--- src/rtl/mpc_pkg.sv ---
`default_nettype none
// ============================================================================
// Module  : mpc_pkg
// Brief   : Shared widths and FSM encodings for the MPC issue block.
// Revision: 1.0 - initial release
// ============================================================================
package mpc_pkg;

    localparam int INSTR_W = 18;
    localparam int RES_W   = 9;
    localparam int TAG_W   = 3;

    localparam logic [1:0] C_ST_IDLE  = 2'd0;
    localparam logic [1:0] C_ST_DRIVE = 2'd1;
    localparam logic [1:0] C_ST_HOLD  = 2'd2;

    typedef enum logic [1:0] {
        ST_IDLE  = C_ST_IDLE,
        ST_DRIVE = C_ST_DRIVE,
        ST_HOLD  = C_ST_HOLD
    } state_t;

endpackage : mpc_pkg
`default_nettype wire

--- src/rtl/mpc_issue_fifo.sv ---
`default_nettype none
// ============================================================================
// Module  : mpc_issue_fifo
// Brief   : Power-of-two instruction queue; head word visible on rdata.
// Revision: 1.0 - initial release
// ============================================================================
module mpc_issue_fifo #(
    parameter int DEPTH = 8,
    parameter int WIDTH = 18
) (
    input  logic             clk,
    input  logic             rst,
    input  logic             push,
    input  logic             pop,
    input  logic [WIDTH-1:0] wdata,
    output logic [WIDTH-1:0] rdata,
    output logic             full,
    output logic             empty
);

    localparam int AW = $clog2(DEPTH);

    // One extra pointer bit separates full from empty when the indices match.
    logic [AW:0]      wr_ptr_q, wr_ptr_d;
    logic [AW:0]      rd_ptr_q, rd_ptr_d;
    logic [WIDTH-1:0] mem_q [DEPTH];
    logic             w_do_push;
    logic             w_do_pop;

    assign full  = (wr_ptr_q[AW] != rd_ptr_q[AW]) &&
                   (wr_ptr_q[AW-1:0] == rd_ptr_q[AW-1:0]);
    assign empty = (wr_ptr_q == rd_ptr_q);

    assign w_do_push = push & ~full;
    assign w_do_pop  = pop & ~empty;
    assign rdata     = mem_q[rd_ptr_q[AW-1:0]];

    always_comb begin
        wr_ptr_d = wr_ptr_q + {{AW{1'b0}}, w_do_push};
        rd_ptr_d = rd_ptr_q + {{AW{1'b0}}, w_do_pop};
    end

    always_ff @(posedge clk) begin
        if (rst) begin
            wr_ptr_q <= '0;
            rd_ptr_q <= '0;
        end else begin
            wr_ptr_q <= wr_ptr_d;
            rd_ptr_q <= rd_ptr_d;
        end
    end

    always_ff @(posedge clk) begin
        if (!rst && w_do_push) begin
            mem_q[wr_ptr_q[AW-1:0]] <= wdata;
        end
    end

endmodule : mpc_issue_fifo
`default_nettype wire

--- src/rtl/mpc_issue.sv ---
`default_nettype none
// ============================================================================
// Module  : mpc_issue
// Brief   : Queues instructions, drives a combinational MPC, returns tagged results.
// Revision: 1.0 - initial release
// ============================================================================
module mpc_issue #(
    parameter int DEPTH   = 8,
    parameter int INSTR_W = mpc_pkg::INSTR_W,
    parameter int RES_W   = mpc_pkg::RES_W
) (
    input  logic                      clk,
    input  logic                      rst,
    input  logic                      in_valid,
    output logic                      in_ready,
    input  logic [INSTR_W-1:0]        in_instr,
    output logic [INSTR_W-1:0]        mpc_instr,
    input  logic [RES_W-1:0]          mpc_out,
    output logic                      res_valid,
    input  logic                      res_ready,
    output logic [RES_W-1:0]          res_data,
    output logic [mpc_pkg::TAG_W-1:0] res_tag,
    output logic                      busy
);

    import mpc_pkg::*;

    state_t             state_q, state_d;
    logic [INSTR_W-1:0] mpc_instr_q, mpc_instr_d;
    logic [RES_W-1:0]   res_data_q, res_data_d;
    logic               res_valid_q, res_valid_d;
    logic [TAG_W-1:0]   res_tag_q, res_tag_d;
    logic [TAG_W-1:0]   tag_cnt_q, tag_cnt_d;

    logic               w_full;
    logic               w_empty;
    logic               w_push;
    logic               w_pop;
    logic [INSTR_W-1:0] w_head;

    // Acceptance depends only on registered occupancy, never on a same-cycle pop.
    assign in_ready = ~w_full;
    assign w_push   = in_valid & ~w_full;

    mpc_issue_fifo #(
        .DEPTH (DEPTH),
        .WIDTH (INSTR_W)
    ) u_fifo (
        .clk   (clk),
        .rst   (rst),
        .push  (w_push),
        .pop   (w_pop),
        .wdata (in_instr),
        .rdata (w_head),
        .full  (w_full),
        .empty (w_empty)
    );

    always_comb begin
        state_d     = state_q;
        mpc_instr_d = mpc_instr_q;
        res_data_d  = res_data_q;
        res_valid_d = res_valid_q;
        res_tag_d   = res_tag_q;
        tag_cnt_d   = tag_cnt_q;
        w_pop       = 1'b0;

        case (state_q)
            ST_IDLE: begin
                if (!w_empty) begin
                    w_pop       = 1'b1;
                    mpc_instr_d = w_head;
                    state_d     = ST_DRIVE;
                end
            end
            ST_DRIVE: begin
                // mpc_instr has been stable for a full cycle, so mpc_out has settled.
                res_data_d  = mpc_out;
                res_valid_d = 1'b1;
                res_tag_d   = tag_cnt_q;
                tag_cnt_d   = tag_cnt_q + 1'b1;
                state_d     = ST_HOLD;
            end
            ST_HOLD: begin
                if (res_valid_q && res_ready) begin
                    res_valid_d = 1'b0;
                    if (!w_empty) begin
                        w_pop       = 1'b1;
                        mpc_instr_d = w_head;
                        state_d     = ST_DRIVE;
                    end else begin
                        state_d = ST_IDLE;
                    end
                end
            end
            default: begin
                state_d = ST_IDLE;
            end
        endcase
    end

    always_ff @(posedge clk) begin
        if (rst) begin
            state_q     <= ST_IDLE;
            mpc_instr_q <= '0;
            res_data_q  <= '0;
            res_valid_q <= 1'b0;
            res_tag_q   <= '0;
            tag_cnt_q   <= '0;
        end else begin
            state_q     <= state_d;
            mpc_instr_q <= mpc_instr_d;
            res_data_q  <= res_data_d;
            res_valid_q <= res_valid_d;
            res_tag_q   <= res_tag_d;
            tag_cnt_q   <= tag_cnt_d;
        end
    end

    assign mpc_instr = mpc_instr_q;
    assign res_data  = res_data_q;
    assign res_valid = res_valid_q;
    assign res_tag   = res_tag_q;
    assign busy      = ~w_empty | (state_q != ST_IDLE);

endmodule : mpc_issue
`default_nettype wire

--- config.mk ---
export PLATFORM = sky130hd
export DESIGN_NAME = mpc_issue
export DESIGN_NICKNAME = d
export VERILOG_FILES = /design/src/rtl/mpc_pkg.sv /design/src/rtl/mpc_issue_fifo.sv /design/src/rtl/mpc_issue.sv
export SDC_FILE = /design/constraint.sdc
export NUM_CORES = 1
export LEC_CHECK = 0
export CORE_AREA = 2 2 131 133
export DETAILED_ROUTE_END_ITERATION = 10
export DIE_AREA = 0 0 133 135
export PLACE_DENSITY = 0.73
export SLEW_MARGIN = 20
export SYNTH_ARGS = -nofsm -noshare
export SYNTH_HDL_FRONTEND = slang
export SYNTH_SLANG_ARGS = --single-unit
--- constraint.sdc ---
create_clock -name clk -period 9.89 [get_ports clk]
set_clock_uncertainty 0.2 [all_clocks]
set_input_delay 1.4835 -clock clk [delete_from_list [all_inputs] [get_ports clk]]
set_output_delay 1.4835 -clock clk [all_outputs]
set_load 0.05 [all_outputs]
==> Implementation_results.wiki, run 1 <==
{| class="wikitable"
! Metric !! Value
|-
| Count of buffer and inverter cells on the critical path || 2
|-
| Diode count || 0
|-
| Number of antenna violations at the first check in global routing || 0
|-
| Remaining global-route overflow || 0
|-
| Tightest Pin Transition || 0.9439 ns
|-
| Root buffer selected by CTS || sky130_fd_sc_hd__clkbuf_16
|-
| Vias/cell || approximately 5.3
|-
| Most frequent standard cell in the layout excluding fill and tap cells || sky130_fd_sc_hd__edfxtp_1
|-
| Number of remaining DRC errors || 0
|-
| Met3 demand-to-capacity share in global routing || 0.04054
|-
| Worst hold path type || reg2reg
|-
| Hold_buf cts || 0
|-
| Met2 global-route usage || 0.2726
|-
| Type of destination of the critical path || output pin
|-
| Number of flops mapped to enable cells by yosys || 144
|-
| Placeable Area || 16410 sq um
|-
| Sequence of cells on the critical path || buf_4 -> xor2_1 -> or4_4 -> or3_1 -> clkdlybuf4s50_1
|-
| PortBufs || 63
|-
| Area after detailed placement || 8128 sq um
|-
| Sequential fraction of the synthesis area || 0.7166
|-
| Final worst path period share || 0.4922
|-
| Highest cell delay on the worst timing path || 0.71 ns
|-
| Quantity of gates resized following cts || 0
|-
| Top Usage Layer GRT || met2
|-
| Cell count after synthesis || 400
|-
| Final period demand of the worst path || just under 5 ns
|-
| Full die area || 17960 sq um
|-
| Number of CTS-inserted buffers || 17
|-
| Area overhead of the layout relative to synthesis || 20.33%
|-
| Endpoint required time on the critical path || a little over 8 ns
|-
| Wire length per cell after detailed routing || 19.71 microns
|-
| Setup-violating endpoint count in the final report || 0
|-
| Max-Slew Margin vs Limit || 0.3707
|-
| Number of nets produced by synthesis || between 400 and 500
|-
| First-pass GRT wire length || 21.61 mm
|-
| Sort of element at the start of the critical path || register
|-
| Area occupied by multi-input gates || approximately 1900 sq um
|-
| Worst path top cell family by delay || buffers and inverters
|-
| Async SR Flop Fraction || 0
|-
| Filler cells || 1266
|-
| Overall fraction of global-route tracks in use || 0.1643
|-
| Fin nets || around 510
|-
| Most used cells in the layout excluding fill and tap cells || 144 x sky130_fd_sc_hd__edfxtp_1, 62 x sky130_fd_sc_hd__clkdlybuf4s50_1, 43 x sky130_fd_sc_hd__dfxtp_1, 33 x sky130_fd_sc_hd__mux4_2, 28 x sky130_fd_sc_hd__nand2_1
|-
| Worst-skew pair later-pin latency || 0.43 ns
|-
| # rows || 47
|-
| Critical path type || reg2out
|-
| Primary flip-flop cell chosen by synthesis mapping || sky130_fd_sc_hd__edfxtp_1
|-
| Number of global-route vias before repair || 3811
|-
| FF/Latch Area || around 5200 sq um
|-
| Number of search-and-repair iterations in the first detailed-routing pass || 4
|-
| Post-synthesis register bit count || 188
|-
| Power Density || 268.2 nW/um^2
|-
| Number of DRC violations after detailed-routing iteration 0 || between 300 and 400
|-
| Largest net degree at the start of global routing || 47
|-
| Gp weighted congestion || 0.6848
|-
| H-Tree Depth || 4
|-
| Final hold vios || 0
|-
| Maximum clock frequency || 205.4 MHz
|-
| Pleak || 2.764 nW
|-
| Netlist area before placement || 7263 sq um
|-
| Maximum net fanout on the critical path || 39
|-
| Setup_tns || 0 ns
|-
| Post-CTS setup buffers || 0
|-
| Slowest library cell on the worst path || sky130_fd_sc_hd__clkdlybuf4s50_1
|-
| Run status || finished, final reports clean
|-
| Boundary pin count || 64
|-
| Clock transition at path regs || 0.07 ns
|-
| Yosys warning count || 0
|-
| Placed wire-length estimate || slightly below 8 mm
|-
| Worst supply voltage drop on vdd || 0.1529 mV
|-
| Die height || 135 microns
|-
| Area of all placed cells without fillers || roughly 8700 sq um
|-
| Final core area utilization || 0.5327
|-
| Clock tree sinks || 188
|-
| Setup slack of the most critical reg-to-reg path || around 6.7 ns
|-
| Via count || 3735
|-
| Arrival time of data at the critical path endpoint || ~3.2 ns
|-
| X dimension of the die || 133 microns
|-
| Post-synth cell types || 38
|-
| Max-cap check violation count || 0
|-
| Clock tree from TritonCTS || built
|-
| Detail Route Antenna Nets || 0
|-
| Average size of a mapped cell || 18.16 sq um
|-
| Sum of routed wire length over all layers || 13.90 mm
|-
| Initial cell density of the core || 0.4427
|-
| Maximum root-to-sink buffer count || 2
|-
| Unrepaired setup endpoints after global routing || false
|-
| Met1 routing resource usage after global routing || 0.2061
|-
| Number of slew-limit violations in the final report || 0
|-
| Proportion of layout cells with a drive suffix above 1 || 0.2186
|}
[logic make-up after synthesis]
family / Yosys count / share of synthesized area
AOI/OAI and AO/OA: 54 / 0.06046
xor gates and xnor gates: 11 / 0.01430
adders and majority gates: 5 / 0.008613
buffers and inverters: 24 / 0.02084
DFF: 188 / 0.7166
muxes: 54 / 0.1380
and+or+nand+nor: 64 / 0.04117
[metrics by stage]
step                hold slack (ns)  total power (W)  instances  setup WS [ns]
floorplan                    0.2436         0.001493        400          5.931
global placement             0.2423         0.001658        673          5.487
detailed placement           0.2498         0.001673        673          5.437
CTS                          0.2587         0.002365        705          4.973
global route                 0.2778         0.002433        705          4.854
finish                       0.2545         0.002344        705          5.022
[synth_stat cells (2+ instances only)]
library cell,instances,area (sq um)
sky130_fd_sc_hd__nor2_1,14,52.55
sky130_fd_sc_hd__mux2i_1,18,180.2
sky130_fd_sc_hd__nor2b_1,5,31.28
sky130_fd_sc_hd__a21oi_2,6,52.55
sky130_fd_sc_hd__xnor2_1,4,35.03
sky130_fd_sc_hd__xor2_1,6,52.55
sky130_fd_sc_hd__clkbuf_1,8,30.03
sky130_fd_sc_hd__nand2_1,28,105.1
sky130_fd_sc_hd__edfxtp_1,144,4324
sky130_fd_sc_hd__mux4_2,33,743.2
sky130_fd_sc_hd__buf_2,6,30.03
sky130_fd_sc_hd__buf_4,4,30.03
sky130_fd_sc_hd__a211oi_2,9,112.6
sky130_fd_sc_hd__a21oi_4,4,65.06
sky130_fd_sc_hd__mux4_1,3,78.83
sky130_fd_sc_hd__ha_1,5,62.56
sky130_fd_sc_hd__a21oi_1,22,110.1
sky130_fd_sc_hd__buf_6,3,33.78
sky130_fd_sc_hd__dfxtp_1,44,880.8
sky130_fd_sc_hd__a211oi_1,10,75.07
sky130_fd_sc_hd__nor3_1,3,15.01
sky130_fd_sc_hd__nand2b_1,4,25.02
sky130_fd_sc_hd__nand3_1,2,10.01
[registers in the layout, summed over array words and instances (netlist names)]
signal	cells
res_tag	3
mpc_instr	18
u_fifo.mem_q	144
res_data	9
res_valid	1
tag_cnt_q	3
state_q	2
u_fifo.rd_ptr_q	4
u_fifo.wr_ptr_q	4
[routing by layer]
layer	up-vias	wire length, microns
met3	19	775
met1	1882	5660
met5	-	0
li1	1709	-
met4	0	267
met2	125	7195
[worst min-delay path, cell delays in order, from the launching register on]
cell	delay, ns
sky130_fd_sc_hd__dfxtp_1	0.31
sky130_fd_sc_hd__nand2_1	0.05
sky130_fd_sc_hd__a21oi_1	0.05
[final cells by class]
cell class              instances  area share
multi-input cells             188      0.2199
clock inverters                15     0.02105
inverters                       1   0.0004295
repair buffers                 76     0.08275
flip-flops and latches        188      0.5957
well taps                     220     0.03150
clock buffers                  17     0.04868
[where the power goes]
group,internal [W],switching [W]
combinational,0.000262,0.000420
sequential,0.000915,0.0000510
clock,0.000402,0.000294
total,0.00158,0.000765
[path summary, 6_finish.rpt]
kind                                    startpoint                   to  depth (start not counted)
worst min-delay path                   res_data[2]          res_data[2]                          2
worst min register to register         res_data[2]          res_data[2]                          2
worst max-delay path            u_fifo.rd_ptr_q[2]                 busy                          5
worst max register to register  u_fifo.rd_ptr_q[2]  u_fifo.mem_q[2][12]                          6
Power figures use the tool's default switching activity.
==> inputs of run 2 (changes only) <==
- clock period: 9.89 -> 4.54 ns (I/O delays scaled with it)
==> run 2 against run 1 <==
Final cell count unchanged. Power grew 110%. Worst setup slack worse by 4.3 ns. Critical endpoint unchanged.
==> Implementation_results.wiki, run 2 (synthesis results as in run 1) <==
{| class="wikitable"
! Metric !! Value
|-
| Setup_tns || 0 ns
|-
| Post-CTS setup buffers || 0
|-
| Setup slack of the most critical reg-to-reg path || 1.80 ns
|-
| Overall power after layout || just under 0.005 W
|-
| Setup slack after layout || between 0.6 and 0.7 ns
|-
| Slowest library cell on the worst path || sky130_fd_sc_hd__or4_4
|-
| Die height || 135 microns
|-
| Unrepaired setup endpoints after global routing || false
|-
| Hold Startpoint || res_tag[2]
|-
| Area overhead of the layout relative to synthesis || 19.50%
|-
| Number of antenna violations at the first check in global routing || 0
|-
| Clock tree sinks || 188
|-
| Arrival time of data at the critical path endpoint || between 2 and 3 ns
|-
| Detail Route Antenna Nets || 0
|-
| Power Density || roughly 570 nW/um^2
|-
| Via count || 3732
|-
| Gp weighted congestion || 0.7418
|-
| Place WS || 1.154 ns
|-
| Number of search-and-repair iterations in the first detailed-routing pass || 4
|-
| Maximum net fanout on the critical path || 19
|-
| Worst hold path type || reg2reg
|-
| Sequence of cells on the critical path || xor2_1 -> or4_4 -> or3_1 -> clkdlybuf4s50_1
|-
| Most frequent standard cell in the layout excluding fill and tap cells || sky130_fd_sc_hd__edfxtp_1
|-
| Run status || finished, final reports clean
|-
| Number of global-route vias before repair || a little under 4000
|-
| Worst-skew pair later-pin latency || roughly 0.43 ns
|-
| Type of destination of the critical path || output pin
|-
| Setup-violating endpoint count in the final report || 0
|-
| Diode count || 0
|-
| Final period demand of the worst path || 3.845 ns
|-
| Placed wire-length estimate || 8.106 mm
|-
| First-pass GRT wire length || 21.39 mm
|-
| Largest net degree at the start of global routing || 47
|-
| Hold_buf cts || 0
|-
| Number of slew-limit violations in the final report || 0
|-
| H-Tree Depth || 4
|-
| Tightest Pin Transition || between 1 and 1.5 ns
|-
| Pleak || 2.741 nW
|-
| Quantity of gates resized following cts || 0
|-
| Fin nets || 508
|-
| Worst Hold Endpoint || res_tag[2]
|-
| Initial cell density of the core || 0.4427
|-
| Vias/cell || ~5.3
|-
| PortBufs || between 60 and 70
|-
| Maximum clock frequency || 260.0 MHz
|-
| Boundary pin count || 64
|-
| Count of placed standard cells including taps || 673
|-
| Final hold vios || 0
|-
| X dimension of the die || 133 microns
|-
| Launch point of the worst reg-to-reg path || u_fifo.wr_ptr_q[1]
|-
| Critical path type || reg2out
|-
| Sort of element at the start of the critical path || register
|-
| Highest cell delay on the worst timing path || about 0.77 ns
|-
| Root buffer selected by CTS || sky130_fd_sc_hd__clkbuf_16
|-
| Reg2reg path depth || 5
|-
| Number of remaining DRC errors || 0
|-
| Most used cells in the layout excluding fill and tap cells || 144 x sky130_fd_sc_hd__edfxtp_1, 62 x sky130_fd_sc_hd__clkdlybuf4s50_1, 43 x sky130_fd_sc_hd__dfxtp_1, 33 x sky130_fd_sc_hd__mux4_2, 28 x sky130_fd_sc_hd__nand2_1
|-
| WHS Path Cells || 2
|-
| Wire length per cell after detailed routing || 19.18 microns
|-
| Worst supply voltage drop on vdd || 0.3411 mV
|-
| Final worst path period share || 0.8470
|-
| Max-cap check violation count || 0
|-
| Placeable Area || 16410 sq um
|-
| Count of placed standard cells in the final layout, fillers left out || 705
|-
| Maximum root-to-sink buffer count || 2
|-
| Number of DRC violations after detailed-routing iteration 0 || 228
|-
| Sum of routed wire length over all layers || 13.52 mm
|-
| Number of CTS-inserted buffers || 17
|-
| Final core area utilization || 0.5290
|-
| Proportion of layout cells with a drive suffix above 1 || 0.2165
|-
| Full die area || 17960 sq um
|-
| Overall fraction of global-route tracks in use || 0.1620
|-
| Worst reg2reg path endpoint || u_fifo.mem_q[2][0]
|-
| Max-Slew Margin vs Limit || 0.3264
|-
| Largest register FFs || 144
|-
| Remaining global-route overflow || 0
|-
| # rows || 47
|-
| Clock tree from TritonCTS || built
|-
| Clock transition at path regs || 0.07 ns
|-
| Endpoint required time on the critical path || around 3.7 ns
|}
[run 2: changes by cell type in the layout (fill, tap and decap cells not counted), sizes merged]
cell      previous run  this run
bufinv               3         0
clkbuf              17        19
clkinvlp             5         4
clkinv               1         3
[run 2: worst max-delay path by stage]
stage                             startpoint  slack (ns)            endpoint  cells after the start
after floorplan           u_fifo.wr_ptr_q[1]        1.36  u_fifo.mem_q[0][0]                      4
after global placement    u_fifo.wr_ptr_q[1]        1.22                busy                      4
after detailed placement  u_fifo.wr_ptr_q[1]        1.15                busy                      4
after CTS                 u_fifo.wr_ptr_q[1]        0.68                busy                      4
after global routing      u_fifo.wr_ptr_q[1]        0.61                busy                      4
final                     u_fifo.wr_ptr_q[1]        0.69                busy                      4
[run 2: area by class of cell]
| type | count | area, sq um |
|---|---|---|
| repair buffers | 76 | 723.2 |
| fillers | 1280 | 7727 |
| clock inverters | 13 | 108.9 |
| inverters | 1 | 3.754 |
| well taps | 220 | 275.3 |
| clock buffers | 19 | 442.9 |
| flip-flops and latches | 188 | 5206 |
| multi-input cells | 188 | 1919 |
[run 2: where the power goes]
part	total [W]	leakage [nW]	switching (W)	internal, W
clock network	0.00137	0.259	0.000638	0.000728
registers	0.00210	1.66	0.000110	0.00199
logic	0.00148	0.819	0.000912	0.000571
[run 2: per-layer routing]
metal	track usage	wire (microns)	up-vias
met1	0.1925	5744	1932
met2	0.2807	6998	69
met5	0	0	-
li1	-	-	1711
met3	0.04392	506	20
met4	0.06691	274	0
[run 2: metrics by stage]
step	hold slack (ns)	area, sq um
final	0.2594	8680
after global routing	0.2825	8680
after CTS	0.2596	8680
after detailed placement	0.2502	8128
after global placement	0.2420	8128
after floorplan	0.2436	7263
[run 2: critical path, delay by kind of cell (launching register included)]
kind,cells,cell delay [ns]
flops,1,0.50
simple gates,2,1.15
xor+xnor,1,0.17
buf+inv,1,0.71
